$ cat src/rtl/pattern_scan_arbiter_if.sv
// Requester and result bundle for pattern_scan_arbiter.
// Handshake: a beat transfers on a rising edge where valid and ready are both high; valid-side data is held until then.
interface pattern_scan_arbiter_if #(
    parameter int NREQ   = 4,
    parameter int WORD_W = 8,
    parameter int CNT_W  = 4
);
    localparam int ID_W = $clog2(NREQ);

    logic [NREQ-1:0]        req_valid;
    logic [NREQ*WORD_W-1:0] req_data;
    logic [NREQ-1:0]        req_ready;
    logic                   res_valid;
    logic [ID_W-1:0]        res_id;
    logic [CNT_W-1:0]       res_count;
    logic                   res_ready;

    modport master (
        output req_valid, req_data, res_ready,
        input  req_ready, res_valid, res_id, res_count
    );

    modport slave (
        input  req_valid, req_data, res_ready,
        output req_ready, res_valid, res_id, res_count
    );
endinterface

$ cat src/rtl/pattern_scan_arbiter.sv
// Round-robin scheduler sharing one serial non-overlapping pattern matcher among NREQ word sources.
// Words are scanned MSB-first; the per-word match count is returned tagged with the requester id.
module pattern_scan_arbiter #(
    parameter int               NREQ    = 4,
    parameter int               WORD_W  = 8,
    parameter int               PAT_W   = 4,
    parameter logic [PAT_W-1:0] PATTERN = 4'b1011,
    parameter int               CNT_W   = 4
) (
    input  logic                 clk,
    input  logic                 reset,
    pattern_scan_arbiter_if.slave bus,
    output logic                 busy,
    output logic [1:0]           dbg_state
);
    localparam int ID_W = $clog2(NREQ);
    localparam int SC_W = $clog2(PAT_W + 1);
    localparam int BC_W = $clog2(WORD_W);

    localparam logic [1:0] S_IDLE = 2'd0;
    localparam logic [1:0] S_SCAN = 2'd1;
    localparam logic [1:0] S_DONE = 2'd2;

    logic [1:0]        state;
    logic [ID_W-1:0]   rr_ptr;
    logic [ID_W-1:0]   gid;
    logic [WORD_W-1:0] shreg;
    logic [PAT_W-1:0]  window;
    logic [SC_W-1:0]   since_cnt;
    logic [BC_W-1:0]   bitcnt;
    logic [CNT_W-1:0]  count;
    logic              res_valid_q;
    logic [ID_W-1:0]   res_id_q;
    logic [CNT_W-1:0]  res_count_q;

    logic [NREQ-1:0]   grant;
    logic [ID_W-1:0]   grant_id;
    logic              grant_any;
    logic [ID_W-1:0]   idx_c;
    int                idx;

    // Grant search starts at rr_ptr and wraps; ready is never raised while reset is asserted.
    always_comb begin
        grant     = '0;
        grant_id  = '0;
        grant_any = 1'b0;
        idx       = 0;
        idx_c     = '0;
        if (state == S_IDLE && reset) begin
            for (int k = 0; k < NREQ; k++) begin
                idx = int'(rr_ptr) + k;
                if (idx >= NREQ) idx = idx - NREQ;
                idx_c = ID_W'(idx);
                if (!grant_any && bus.req_valid[idx_c]) begin
                    grant_any = 1'b1;
                    grant_id  = idx_c;
                end
            end
            if (grant_any) grant[grant_id] = 1'b1;
        end
    end

    assign bus.req_ready = grant;

    logic              bit_in;
    logic [PAT_W-1:0]  win_nxt;
    logic [SC_W-1:0]   since_nxt;
    logic              hit;
    logic [CNT_W-1:0]  cnt_nxt;

    // since_cnt counts fresh bits since the last match, so a match needs PAT_W unused bits.
    always_comb begin
        bit_in    = shreg[WORD_W-1];
        win_nxt   = {window[PAT_W-2:0], bit_in};
        since_nxt = (since_cnt == SC_W'(PAT_W)) ? since_cnt : since_cnt + 1'b1;
        hit       = (win_nxt == PATTERN) && (since_nxt == SC_W'(PAT_W));
        cnt_nxt   = (hit && count != '1) ? count + 1'b1 : count;
    end

    always_ff @(posedge clk or negedge reset) begin
        if (!reset) begin
            state       <= S_IDLE;
            rr_ptr      <= '0;
            gid         <= '0;
            shreg       <= '0;
            window      <= '0;
            since_cnt   <= '0;
            bitcnt      <= '0;
            count       <= '0;
            res_valid_q <= 1'b0;
            res_id_q    <= '0;
            res_count_q <= '0;
        end else begin
            case (state)
                S_IDLE: begin
                    if (grant_any) begin
                        shreg     <= bus.req_data[grant_id*WORD_W +: WORD_W];
                        gid       <= grant_id;
                        window    <= '0;
                        since_cnt <= '0;
                        count     <= '0;
                        bitcnt    <= '0;
                        state     <= S_SCAN;
                    end
                end
                S_SCAN: begin
                    shreg     <= {shreg[WORD_W-2:0], 1'b0};
                    window    <= win_nxt;
                    count     <= cnt_nxt;
                    since_cnt <= hit ? '0 : since_nxt;
                    bitcnt    <= bitcnt + 1'b1;
                    if (bitcnt == BC_W'(WORD_W - 1)) begin
                        state       <= S_DONE;
                        res_valid_q <= 1'b1;
                        res_id_q    <= gid;
                        res_count_q <= cnt_nxt;
                    end
                end
                S_DONE: begin
                    if (bus.res_ready) begin
                        res_valid_q <= 1'b0;
                        rr_ptr      <= (int'(gid) == NREQ - 1) ? '0 : gid + 1'b1;
                        state       <= S_IDLE;
                    end
                end
                default: state <= S_IDLE;
            endcase
        end
    end

    assign bus.res_valid = res_valid_q;
    assign bus.res_id    = res_id_q;
    assign bus.res_count = res_count_q;
    assign busy          = (state == S_SCAN) || (state == S_DONE);
    assign dbg_state     = state;
endmodule

$ cat src/flat_wrapper.sv
// flat-port wrapper written by rule: the top's interface ports become plain ports
module pattern_scan_arbiter_flat 
#(
    parameter int               NREQ    = 4,
    parameter int               WORD_W  = 8,
    parameter int               PAT_W   = 4,
    parameter logic [PAT_W-1:0] PATTERN = 4'b1011,
    parameter int               CNT_W   = 4
)
  (clk, reset, busy, dbg_state, bus_req_valid, bus_req_data, bus_res_ready, bus_req_ready, bus_res_valid, bus_res_id, bus_res_count);
  pattern_scan_arbiter_if #(.NREQ(NREQ), .WORD_W(WORD_W), .CNT_W(CNT_W)) bus_i ();
  input  logic clk;
  input  logic reset;
  output logic busy;
  output logic [1:0] dbg_state;
  input wire logic [$bits(bus_i.req_valid)-1:0] bus_req_valid;
  input wire logic [$bits(bus_i.req_data)-1:0] bus_req_data;
  input wire logic [$bits(bus_i.res_ready)-1:0] bus_res_ready;
  output wire logic [$bits(bus_i.req_ready)-1:0] bus_req_ready;
  output wire logic [$bits(bus_i.res_valid)-1:0] bus_res_valid;
  output wire logic [$bits(bus_i.res_id)-1:0] bus_res_id;
  output wire logic [$bits(bus_i.res_count)-1:0] bus_res_count;
  assign bus_i.req_valid = bus_req_valid;
  assign bus_i.req_data = bus_req_data;
  assign bus_i.res_ready = bus_res_ready;
  assign bus_req_ready = bus_i.req_ready;
  assign bus_res_valid = bus_i.res_valid;
  assign bus_res_id = bus_i.res_id;
  assign bus_res_count = bus_i.res_count;
  pattern_scan_arbiter #(.NREQ(NREQ), .WORD_W(WORD_W), .PAT_W(PAT_W), .PATTERN(PATTERN), .CNT_W(CNT_W)) u_core (.clk(clk), .reset(reset), .bus(bus_i), .busy(busy), .dbg_state(dbg_state));
endmodule
$ cat config.mk
export PLATFORM = sky130hd
export DESIGN_NAME = pattern_scan_arbiter_flat
export DESIGN_NICKNAME = d
export VERILOG_FILES = /design/src/rtl/pattern_scan_arbiter_if.sv /design/src/rtl/pattern_scan_arbiter.sv /design/src/flat_wrapper.sv
export SDC_FILE = /design/constraint.sdc
export NUM_CORES = 1
export LEC_CHECK = 0
export BUFFER_PORTS_ARGS = -buffer_cell sky130_fd_sc_hd__clkbuf_2
export CORE_MARGIN = 2
export CORE_UTILIZATION = 55
export CTS_BUF_LIST = sky130_fd_sc_hd__clkbuf_4 sky130_fd_sc_hd__clkbuf_8
export DETAILED_ROUTE_END_ITERATION = 7
export PLACE_DENSITY = 0.81
export SKIP_LAST_GASP = 1
export SLEW_MARGIN = 20
export SYNTH_ARGS = -nofsm -noshare
export SYNTH_HDL_FRONTEND = slang
export SYNTH_SLANG_ARGS = --single-unit
export TNS_END_PERCENT = 100
$ cat constraint.sdc
create_clock -name clk -period 5.2 [get_ports clk]
set_input_delay 0.26 -clock clk [delete_from_list [all_inputs] [get_ports clk]]
set_output_delay 0.26 -clock clk [all_outputs]
set_load 0.05 [all_outputs]
* Word level (Yosys, flattened, before mapping)
Cells that the tools add are included.
Storage, ports and cells: flip-flop bits (word level) 34, word-level logic and storage cells 118
Cells by class: add/subtract/negate cells 11, order comparisons 10, equal/unequal tests 11, shifts and indexed selects 1, mux-type cells 54, reductions and logical operators 20
Operator list (number):
- 2-bit two-way mux | 18
- 32-bit by 6-bit indexed part select with 8-bit output | 1
- 3-bit case mux with 2 select lines | 3
- 1-bit two-way mux | 16
- 4-bit two-way mux | 4
- 8-bit case mux with 2 select lines | 1
- 2-bit by 3-bit < comparator with 1-bit output, second input constant | 5
- 3-bit == test, second input constant | 3
- 3-bit >= comparator, second input constant | 3
- 3-bit two-way mux | 3
- 1-bit binary-select mux with 2-bit select | 4
- 8-bit two-way mux | 1
- 4-bit case mux with 2 select lines | 1
- 2-bit AND reduction | 4
- 2-bit by 1-bit subtractor with 2-bit output, second input constant | 4
- 1-bit logical AND | 7
- 2-bit by 2-bit adder with 3-bit output, second input constant | 2
- 3-bit by 1-bit adder with 3-bit output, second input constant | 2
- 2-bit case mux with 3 select lines | 1
- 3-bit AND reduction | 2
- 4-bit by 1-bit adder with 4-bit output, second input constant | 1
- 2-bit by 1-bit == test with 1-bit output, second input constant | 2
- 4-bit == test, second input constant | 1
- 2-bit by 1-bit != test with 1-bit output, second input constant | 2
- 13 further kinds | 16

* Logic depth before layout (Yosys ltp)
depth after elaboration 25, gate-level depth with buffers 9, mapped depth without buffers 7

* Worst setup path before layout
Ideal clock, no wire load.
kind register to output, from register u_core.state[0] (netlist: u_core.dbg_state[0]), to output port bus_req_ready[2], arrival 2.524 ns, data required time 4.940 ns, slack 2.416 ns, cell stages (with the launch flop) 7, path buffers 2, path through dfrtp_1 -> inv_1 -> ha_1 -> clkbuf_1 -> nand2_2 -> buf_2 -> nor3_1
On the way: cells in the longest elaborated chain, start to end 3
RTL lines:
- start: declaration | line pattern_scan_arbiter.sv:24 | logic [1:0] state;
- start signal: assignment | line pattern_scan_arbiter.sv:82 | state <= S_IDLE;
- start signal: assignment | line pattern_scan_arbiter.sv:103 | state <= S_SCAN;
- start signal: assignment | line pattern_scan_arbiter.sv:113 | state <= S_DONE;
- 2-bit logical NOT | line pattern_scan_arbiter.sv:49 | if (state == S_IDLE && reset) begin
- 1-bit logical AND | line pattern_scan_arbiter.sv:49
- 4-bit two-way mux | line pattern_scan_arbiter.sv:49
- end: declaration | line flat_wrapper.sv:19 | output wire logic [$bits(bus_i.req_ready)-1:0] bus_req_ready;
No other way between the ends.

* Worst setup path in the final report
from register u_core.state[1] (netlist: u_core.dbg_state[1]), to register u_core.shreg[7]
On the way: cells in the longest elaborated chain, start to end 6, elaborated cells on any way between the ends 11, those cells by class 2 x eq/ne; 1 x shift; 4 x mux; 4 x reduce/logical
RTL lines:
- 2-bit logical NOT | line pattern_scan_arbiter.sv:49, pattern_scan_arbiter.sv:94
- 1-bit logical AND | line pattern_scan_arbiter.sv:49
- 2-bit two-way mux | line pattern_scan_arbiter.sv:49
- 32-bit by 6-bit indexed part select with 8-bit output | line pattern_scan_arbiter.sv:97 | shreg <= bus.req_data[grant_id*WORD_W +: WORD_W];
- 8-bit two-way mux | line pattern_scan_arbiter.sv:96 | if (grant_any) begin
- 8-bit case mux with 2 select lines | line pattern_scan_arbiter.sv:94 | case (state)
- end signal: assignment | line pattern_scan_arbiter.sv:97
- end signal: assignment | line pattern_scan_arbiter.sv:107 | shreg <= {shreg[WORD_W-2:0], 1'b0};
- end: declaration | line pattern_scan_arbiter.sv:27 | logic [WORD_W-1:0] shreg;
Several ways; a longest one is shown, not always the timed one. The select of a mux whose other input is x is not followed. A chain may end at the register's enable or synchronous reset.

==> impl_results.md <==
- Outcome: finished, final reports clean
- Setup CP Type: flip-flop to flip-flop
- CP Buf/Inv Count: 2
- Total Routing Usage GR: 24.3%
- Clk buf depth: 2
- Synth Area in XOR/XNOR: 0.381%
- Setup TNS: 0 ns
- CTS clk-pin slew, worst paths: 0.07 ns
- Die Width: 68.7 microns
- Initial antenna violation count: 0
- I/O Buffers: between 50 and 60
- WP data arrival: 2.68 ns
- RSZ-0062 raised after global routing: no
- CTS Buf Count: 5
- Final Slew Violations: 0
- Most used cells in the layout excluding fill and tap cells: 52 x clkbuf_2, 34 x dfrtp_1, 21 x nand2_1
- FP Rows: 23
- Simple logic cell fraction of the synthesized area: 16.0%
- Area contributors post-synth: dfrtp_1 37%, ha_1 5.4%, mux2_2 3.4%
- Routed Antenna Nets: 0
- Post-synthesis sequential area ratio: 37.0%
- Final Skew: 0.0100 ns
- Non-filler cells, final: 336
- Top cell type's share of synthesized area: approximately 37%
- Critical Path Slowest Stage Cell: ha_1
- CTS Sinks: 34
- Top FF cell, synth: dfrtp_1
- DP Worst Slack: 2.64 ns
- Initial Utilization: 57.5%
- Class of the worst hold path: input port to asynchronous set/reset pin
- I/O Pins: 53
- Final worst slack: 2.67 ns
- Hold-fix buffers, CTS: 0
- Ant diodes: 0
- Drt total wl: 5060 microns
- Final period utilization: 48.6%
- Pleak: 1.21 nW
- Largest family of logic cells by synthesized area: compound AO/OA/AOI/OAI gates
- DRT Pass-1 Iters: 4
- Synth-to-Final Area Change: 15.4%
- Delay-heaviest family, CP: adder cells
- WL per Instance: 15.0 microns
- Placeable Area: 0.00400 sq mm
- Final setup violation count: 0
- Clock Latency Late Sink: about 0.29 ns
- Initial detailed-routing violation count: approximately 120
- Post-CTS setup buffer count: 0
- Peak supply drop: between 0.0002 and 0.0003 V
- Crit-path cells: inv_1 -> ha_1 -> inv_1 -> mux2i_2 -> nand2_4 -> a311oi_1 -> a211oi_1
- Synthesized area: between 0.002 and 0.0025 sq mm
- Post-Synthesis Cells: 237
- Pin count of the biggest net entering global routing: 37
- CTS tree: done
- CP Data Required Time: 5.36 ns
- Share of cells above drive strength 1: around 29%
- Root buffer selected by CTS: clkbuf_8
- Vias: roughly 2000
- Critical path startpoint category: flip-flop
- Hold violation count in the final report: 0
- Max-Cap Viols: 0
- Crit Path Max Fanout: 18
- DIE HEIGHT: 68.7 microns
- Asr flop ratio synth: 100%
- Normalized max-slew margin: 40.4%
- Total Power: 1.40 mW
- Die ar.: roughly 0.0047 sq mm
- # DRC: 0
- Tightest Pin Transition: 0.894 ns
- Synth warnings: 0
- Final nets: 334
- Power per Cell Area: 526 mW/mm^2
- Placed cells: 328
- First-pass GRT wire length: 8510 microns
- Post-DP HPWL: 3820 microns
- Compound-Gate Fraction of Synth Area: 31.9%
- Average size of a mapped cell: 9.71 sq um
- RePlAce Congestion: slightly above 0.8
- Area leader, netlist: dfrtp_1
- Post-Syn Nets: 286
- Critical Path End Type: flip-flop
- Most common cell after layout, fill and taps aside: clkbuf_2
- CP dominant cell by count: inv_1
- Vias per inst: roughly 6
- Number of global-route vias before repair: 1827
- Post-CTS sizing: 0
- Gr ovfl total: 0
- H-tree depth: 2
- EDFF count, synth: 0
- Max incr delay on CP: slightly above 0.6 ns
- Final critical-path required period: 2.53 ns
- Flops & latches, synth: 34
- Post-synthesis mux area share: 5.06%
- Netlist cell types: 64
- Adder-cell share of the synthesized area: 5.44%
- F_max: 396 MHz
## cells by family (layout without fill, tap and decap cells)
group,count (synthesis),in the layout
AOI/OAI and AO/OA,95,95
xor gates and xnor gates,1,1
adders and majority gates,10,10
buffers and inverters,20,69
DFF,34,34
muxes,10,10
and+or+nand+nor,67,67
## report_power, final
part	switching [mW]	internal [mW]	leakage [nW]
Sequential	0.0929	0.355	0.437
Clock	0.0966	0.112	0.0517
Combinational	0.454	0.285	0.720
## registers in the layout, indices dropped and copies added (netlist names), 3 cells and up
signal                count
u_core.since_cnt          3
u_core.window             3
u_core.shreg              8
u_core.count              4
u_core.bus.res_count      4
u_core.bitcnt             3
## cells in the mapped netlist, drive strengths merged, types with 6 or more instances
cell,count
dfrtp,34
nand2,23
o21ai,18
a21oi,11
a211oi,10
buf,10
ha,10
o22ai,10
inv,9
nor2b,9
nor2,8
mux2,7
and3,6
o31ai,6
## stage by stage
stage	utilization, %	area (sq um)	hold slack (ns)
finish	66.4	2660	0.0848
global route	66.4	2660	0.152
CTS	66.4	2660	0.111
floorplan	-	2300	-0.0356
global placement	64.0	2560	0.405
detailed placement	64.0	2560	0.423
## area by class of cell
type                       count  area, sq um
timing repair buffer          52          260
tap                           50         62.6
clock inverter                 1         5.00
fill                         319         1350
sequential                    34          851
clock buffer                   7         90.1
inverter                       9         33.8
multi-input combinational    183         1350
## final timing paths
path / from / end / cells past startpoint / slack [ns]
worst min-delay path: reset / u_core.bus.res_id[1]$_DFFE_PN0P_ / 1 / 0.08
worst max register to register: u_core.dbg_state[1]$_DFFE_PN0P_ / u_core.shreg[7]$_DFFE_PN0P_ / 7 / 2.67
worst min register to register: u_core.bus.res_count[2]$_DFFE_PN0P_ / u_core.bus.res_count[2]$_DFFE_PN0P_ / 2 / 0.48
worst max-delay path: u_core.dbg_state[1]$_DFFE_PN0P_ / u_core.shreg[7]$_DFFE_PN0P_ / 7 / 2.67
max in group asynchronous: reset / u_core.window[1]$_DFFE_PN0P_ / 1 / 4.56
min in group clk: bus_res_ready / u_core.rr_ptr[0]$_DFFE_PN0P_ / 3 / 0.29
## per-layer routing
layer | wire [microns] | global-route usage (%) | vias up | share of wire, %
li1 | - | - | 1017 | -
met1 | 2330 | 31.2 | 897 | 46
met2 | 2290 | 40.0 | 78 | 45
met3 | 313 | 4.22 | 10 | 6.2
met4 | 121 | 10.3 | 0 | 2.4
met5 | 0 | 0 | - | 0
No activity file was read; power rests on OpenSTA's default activity.
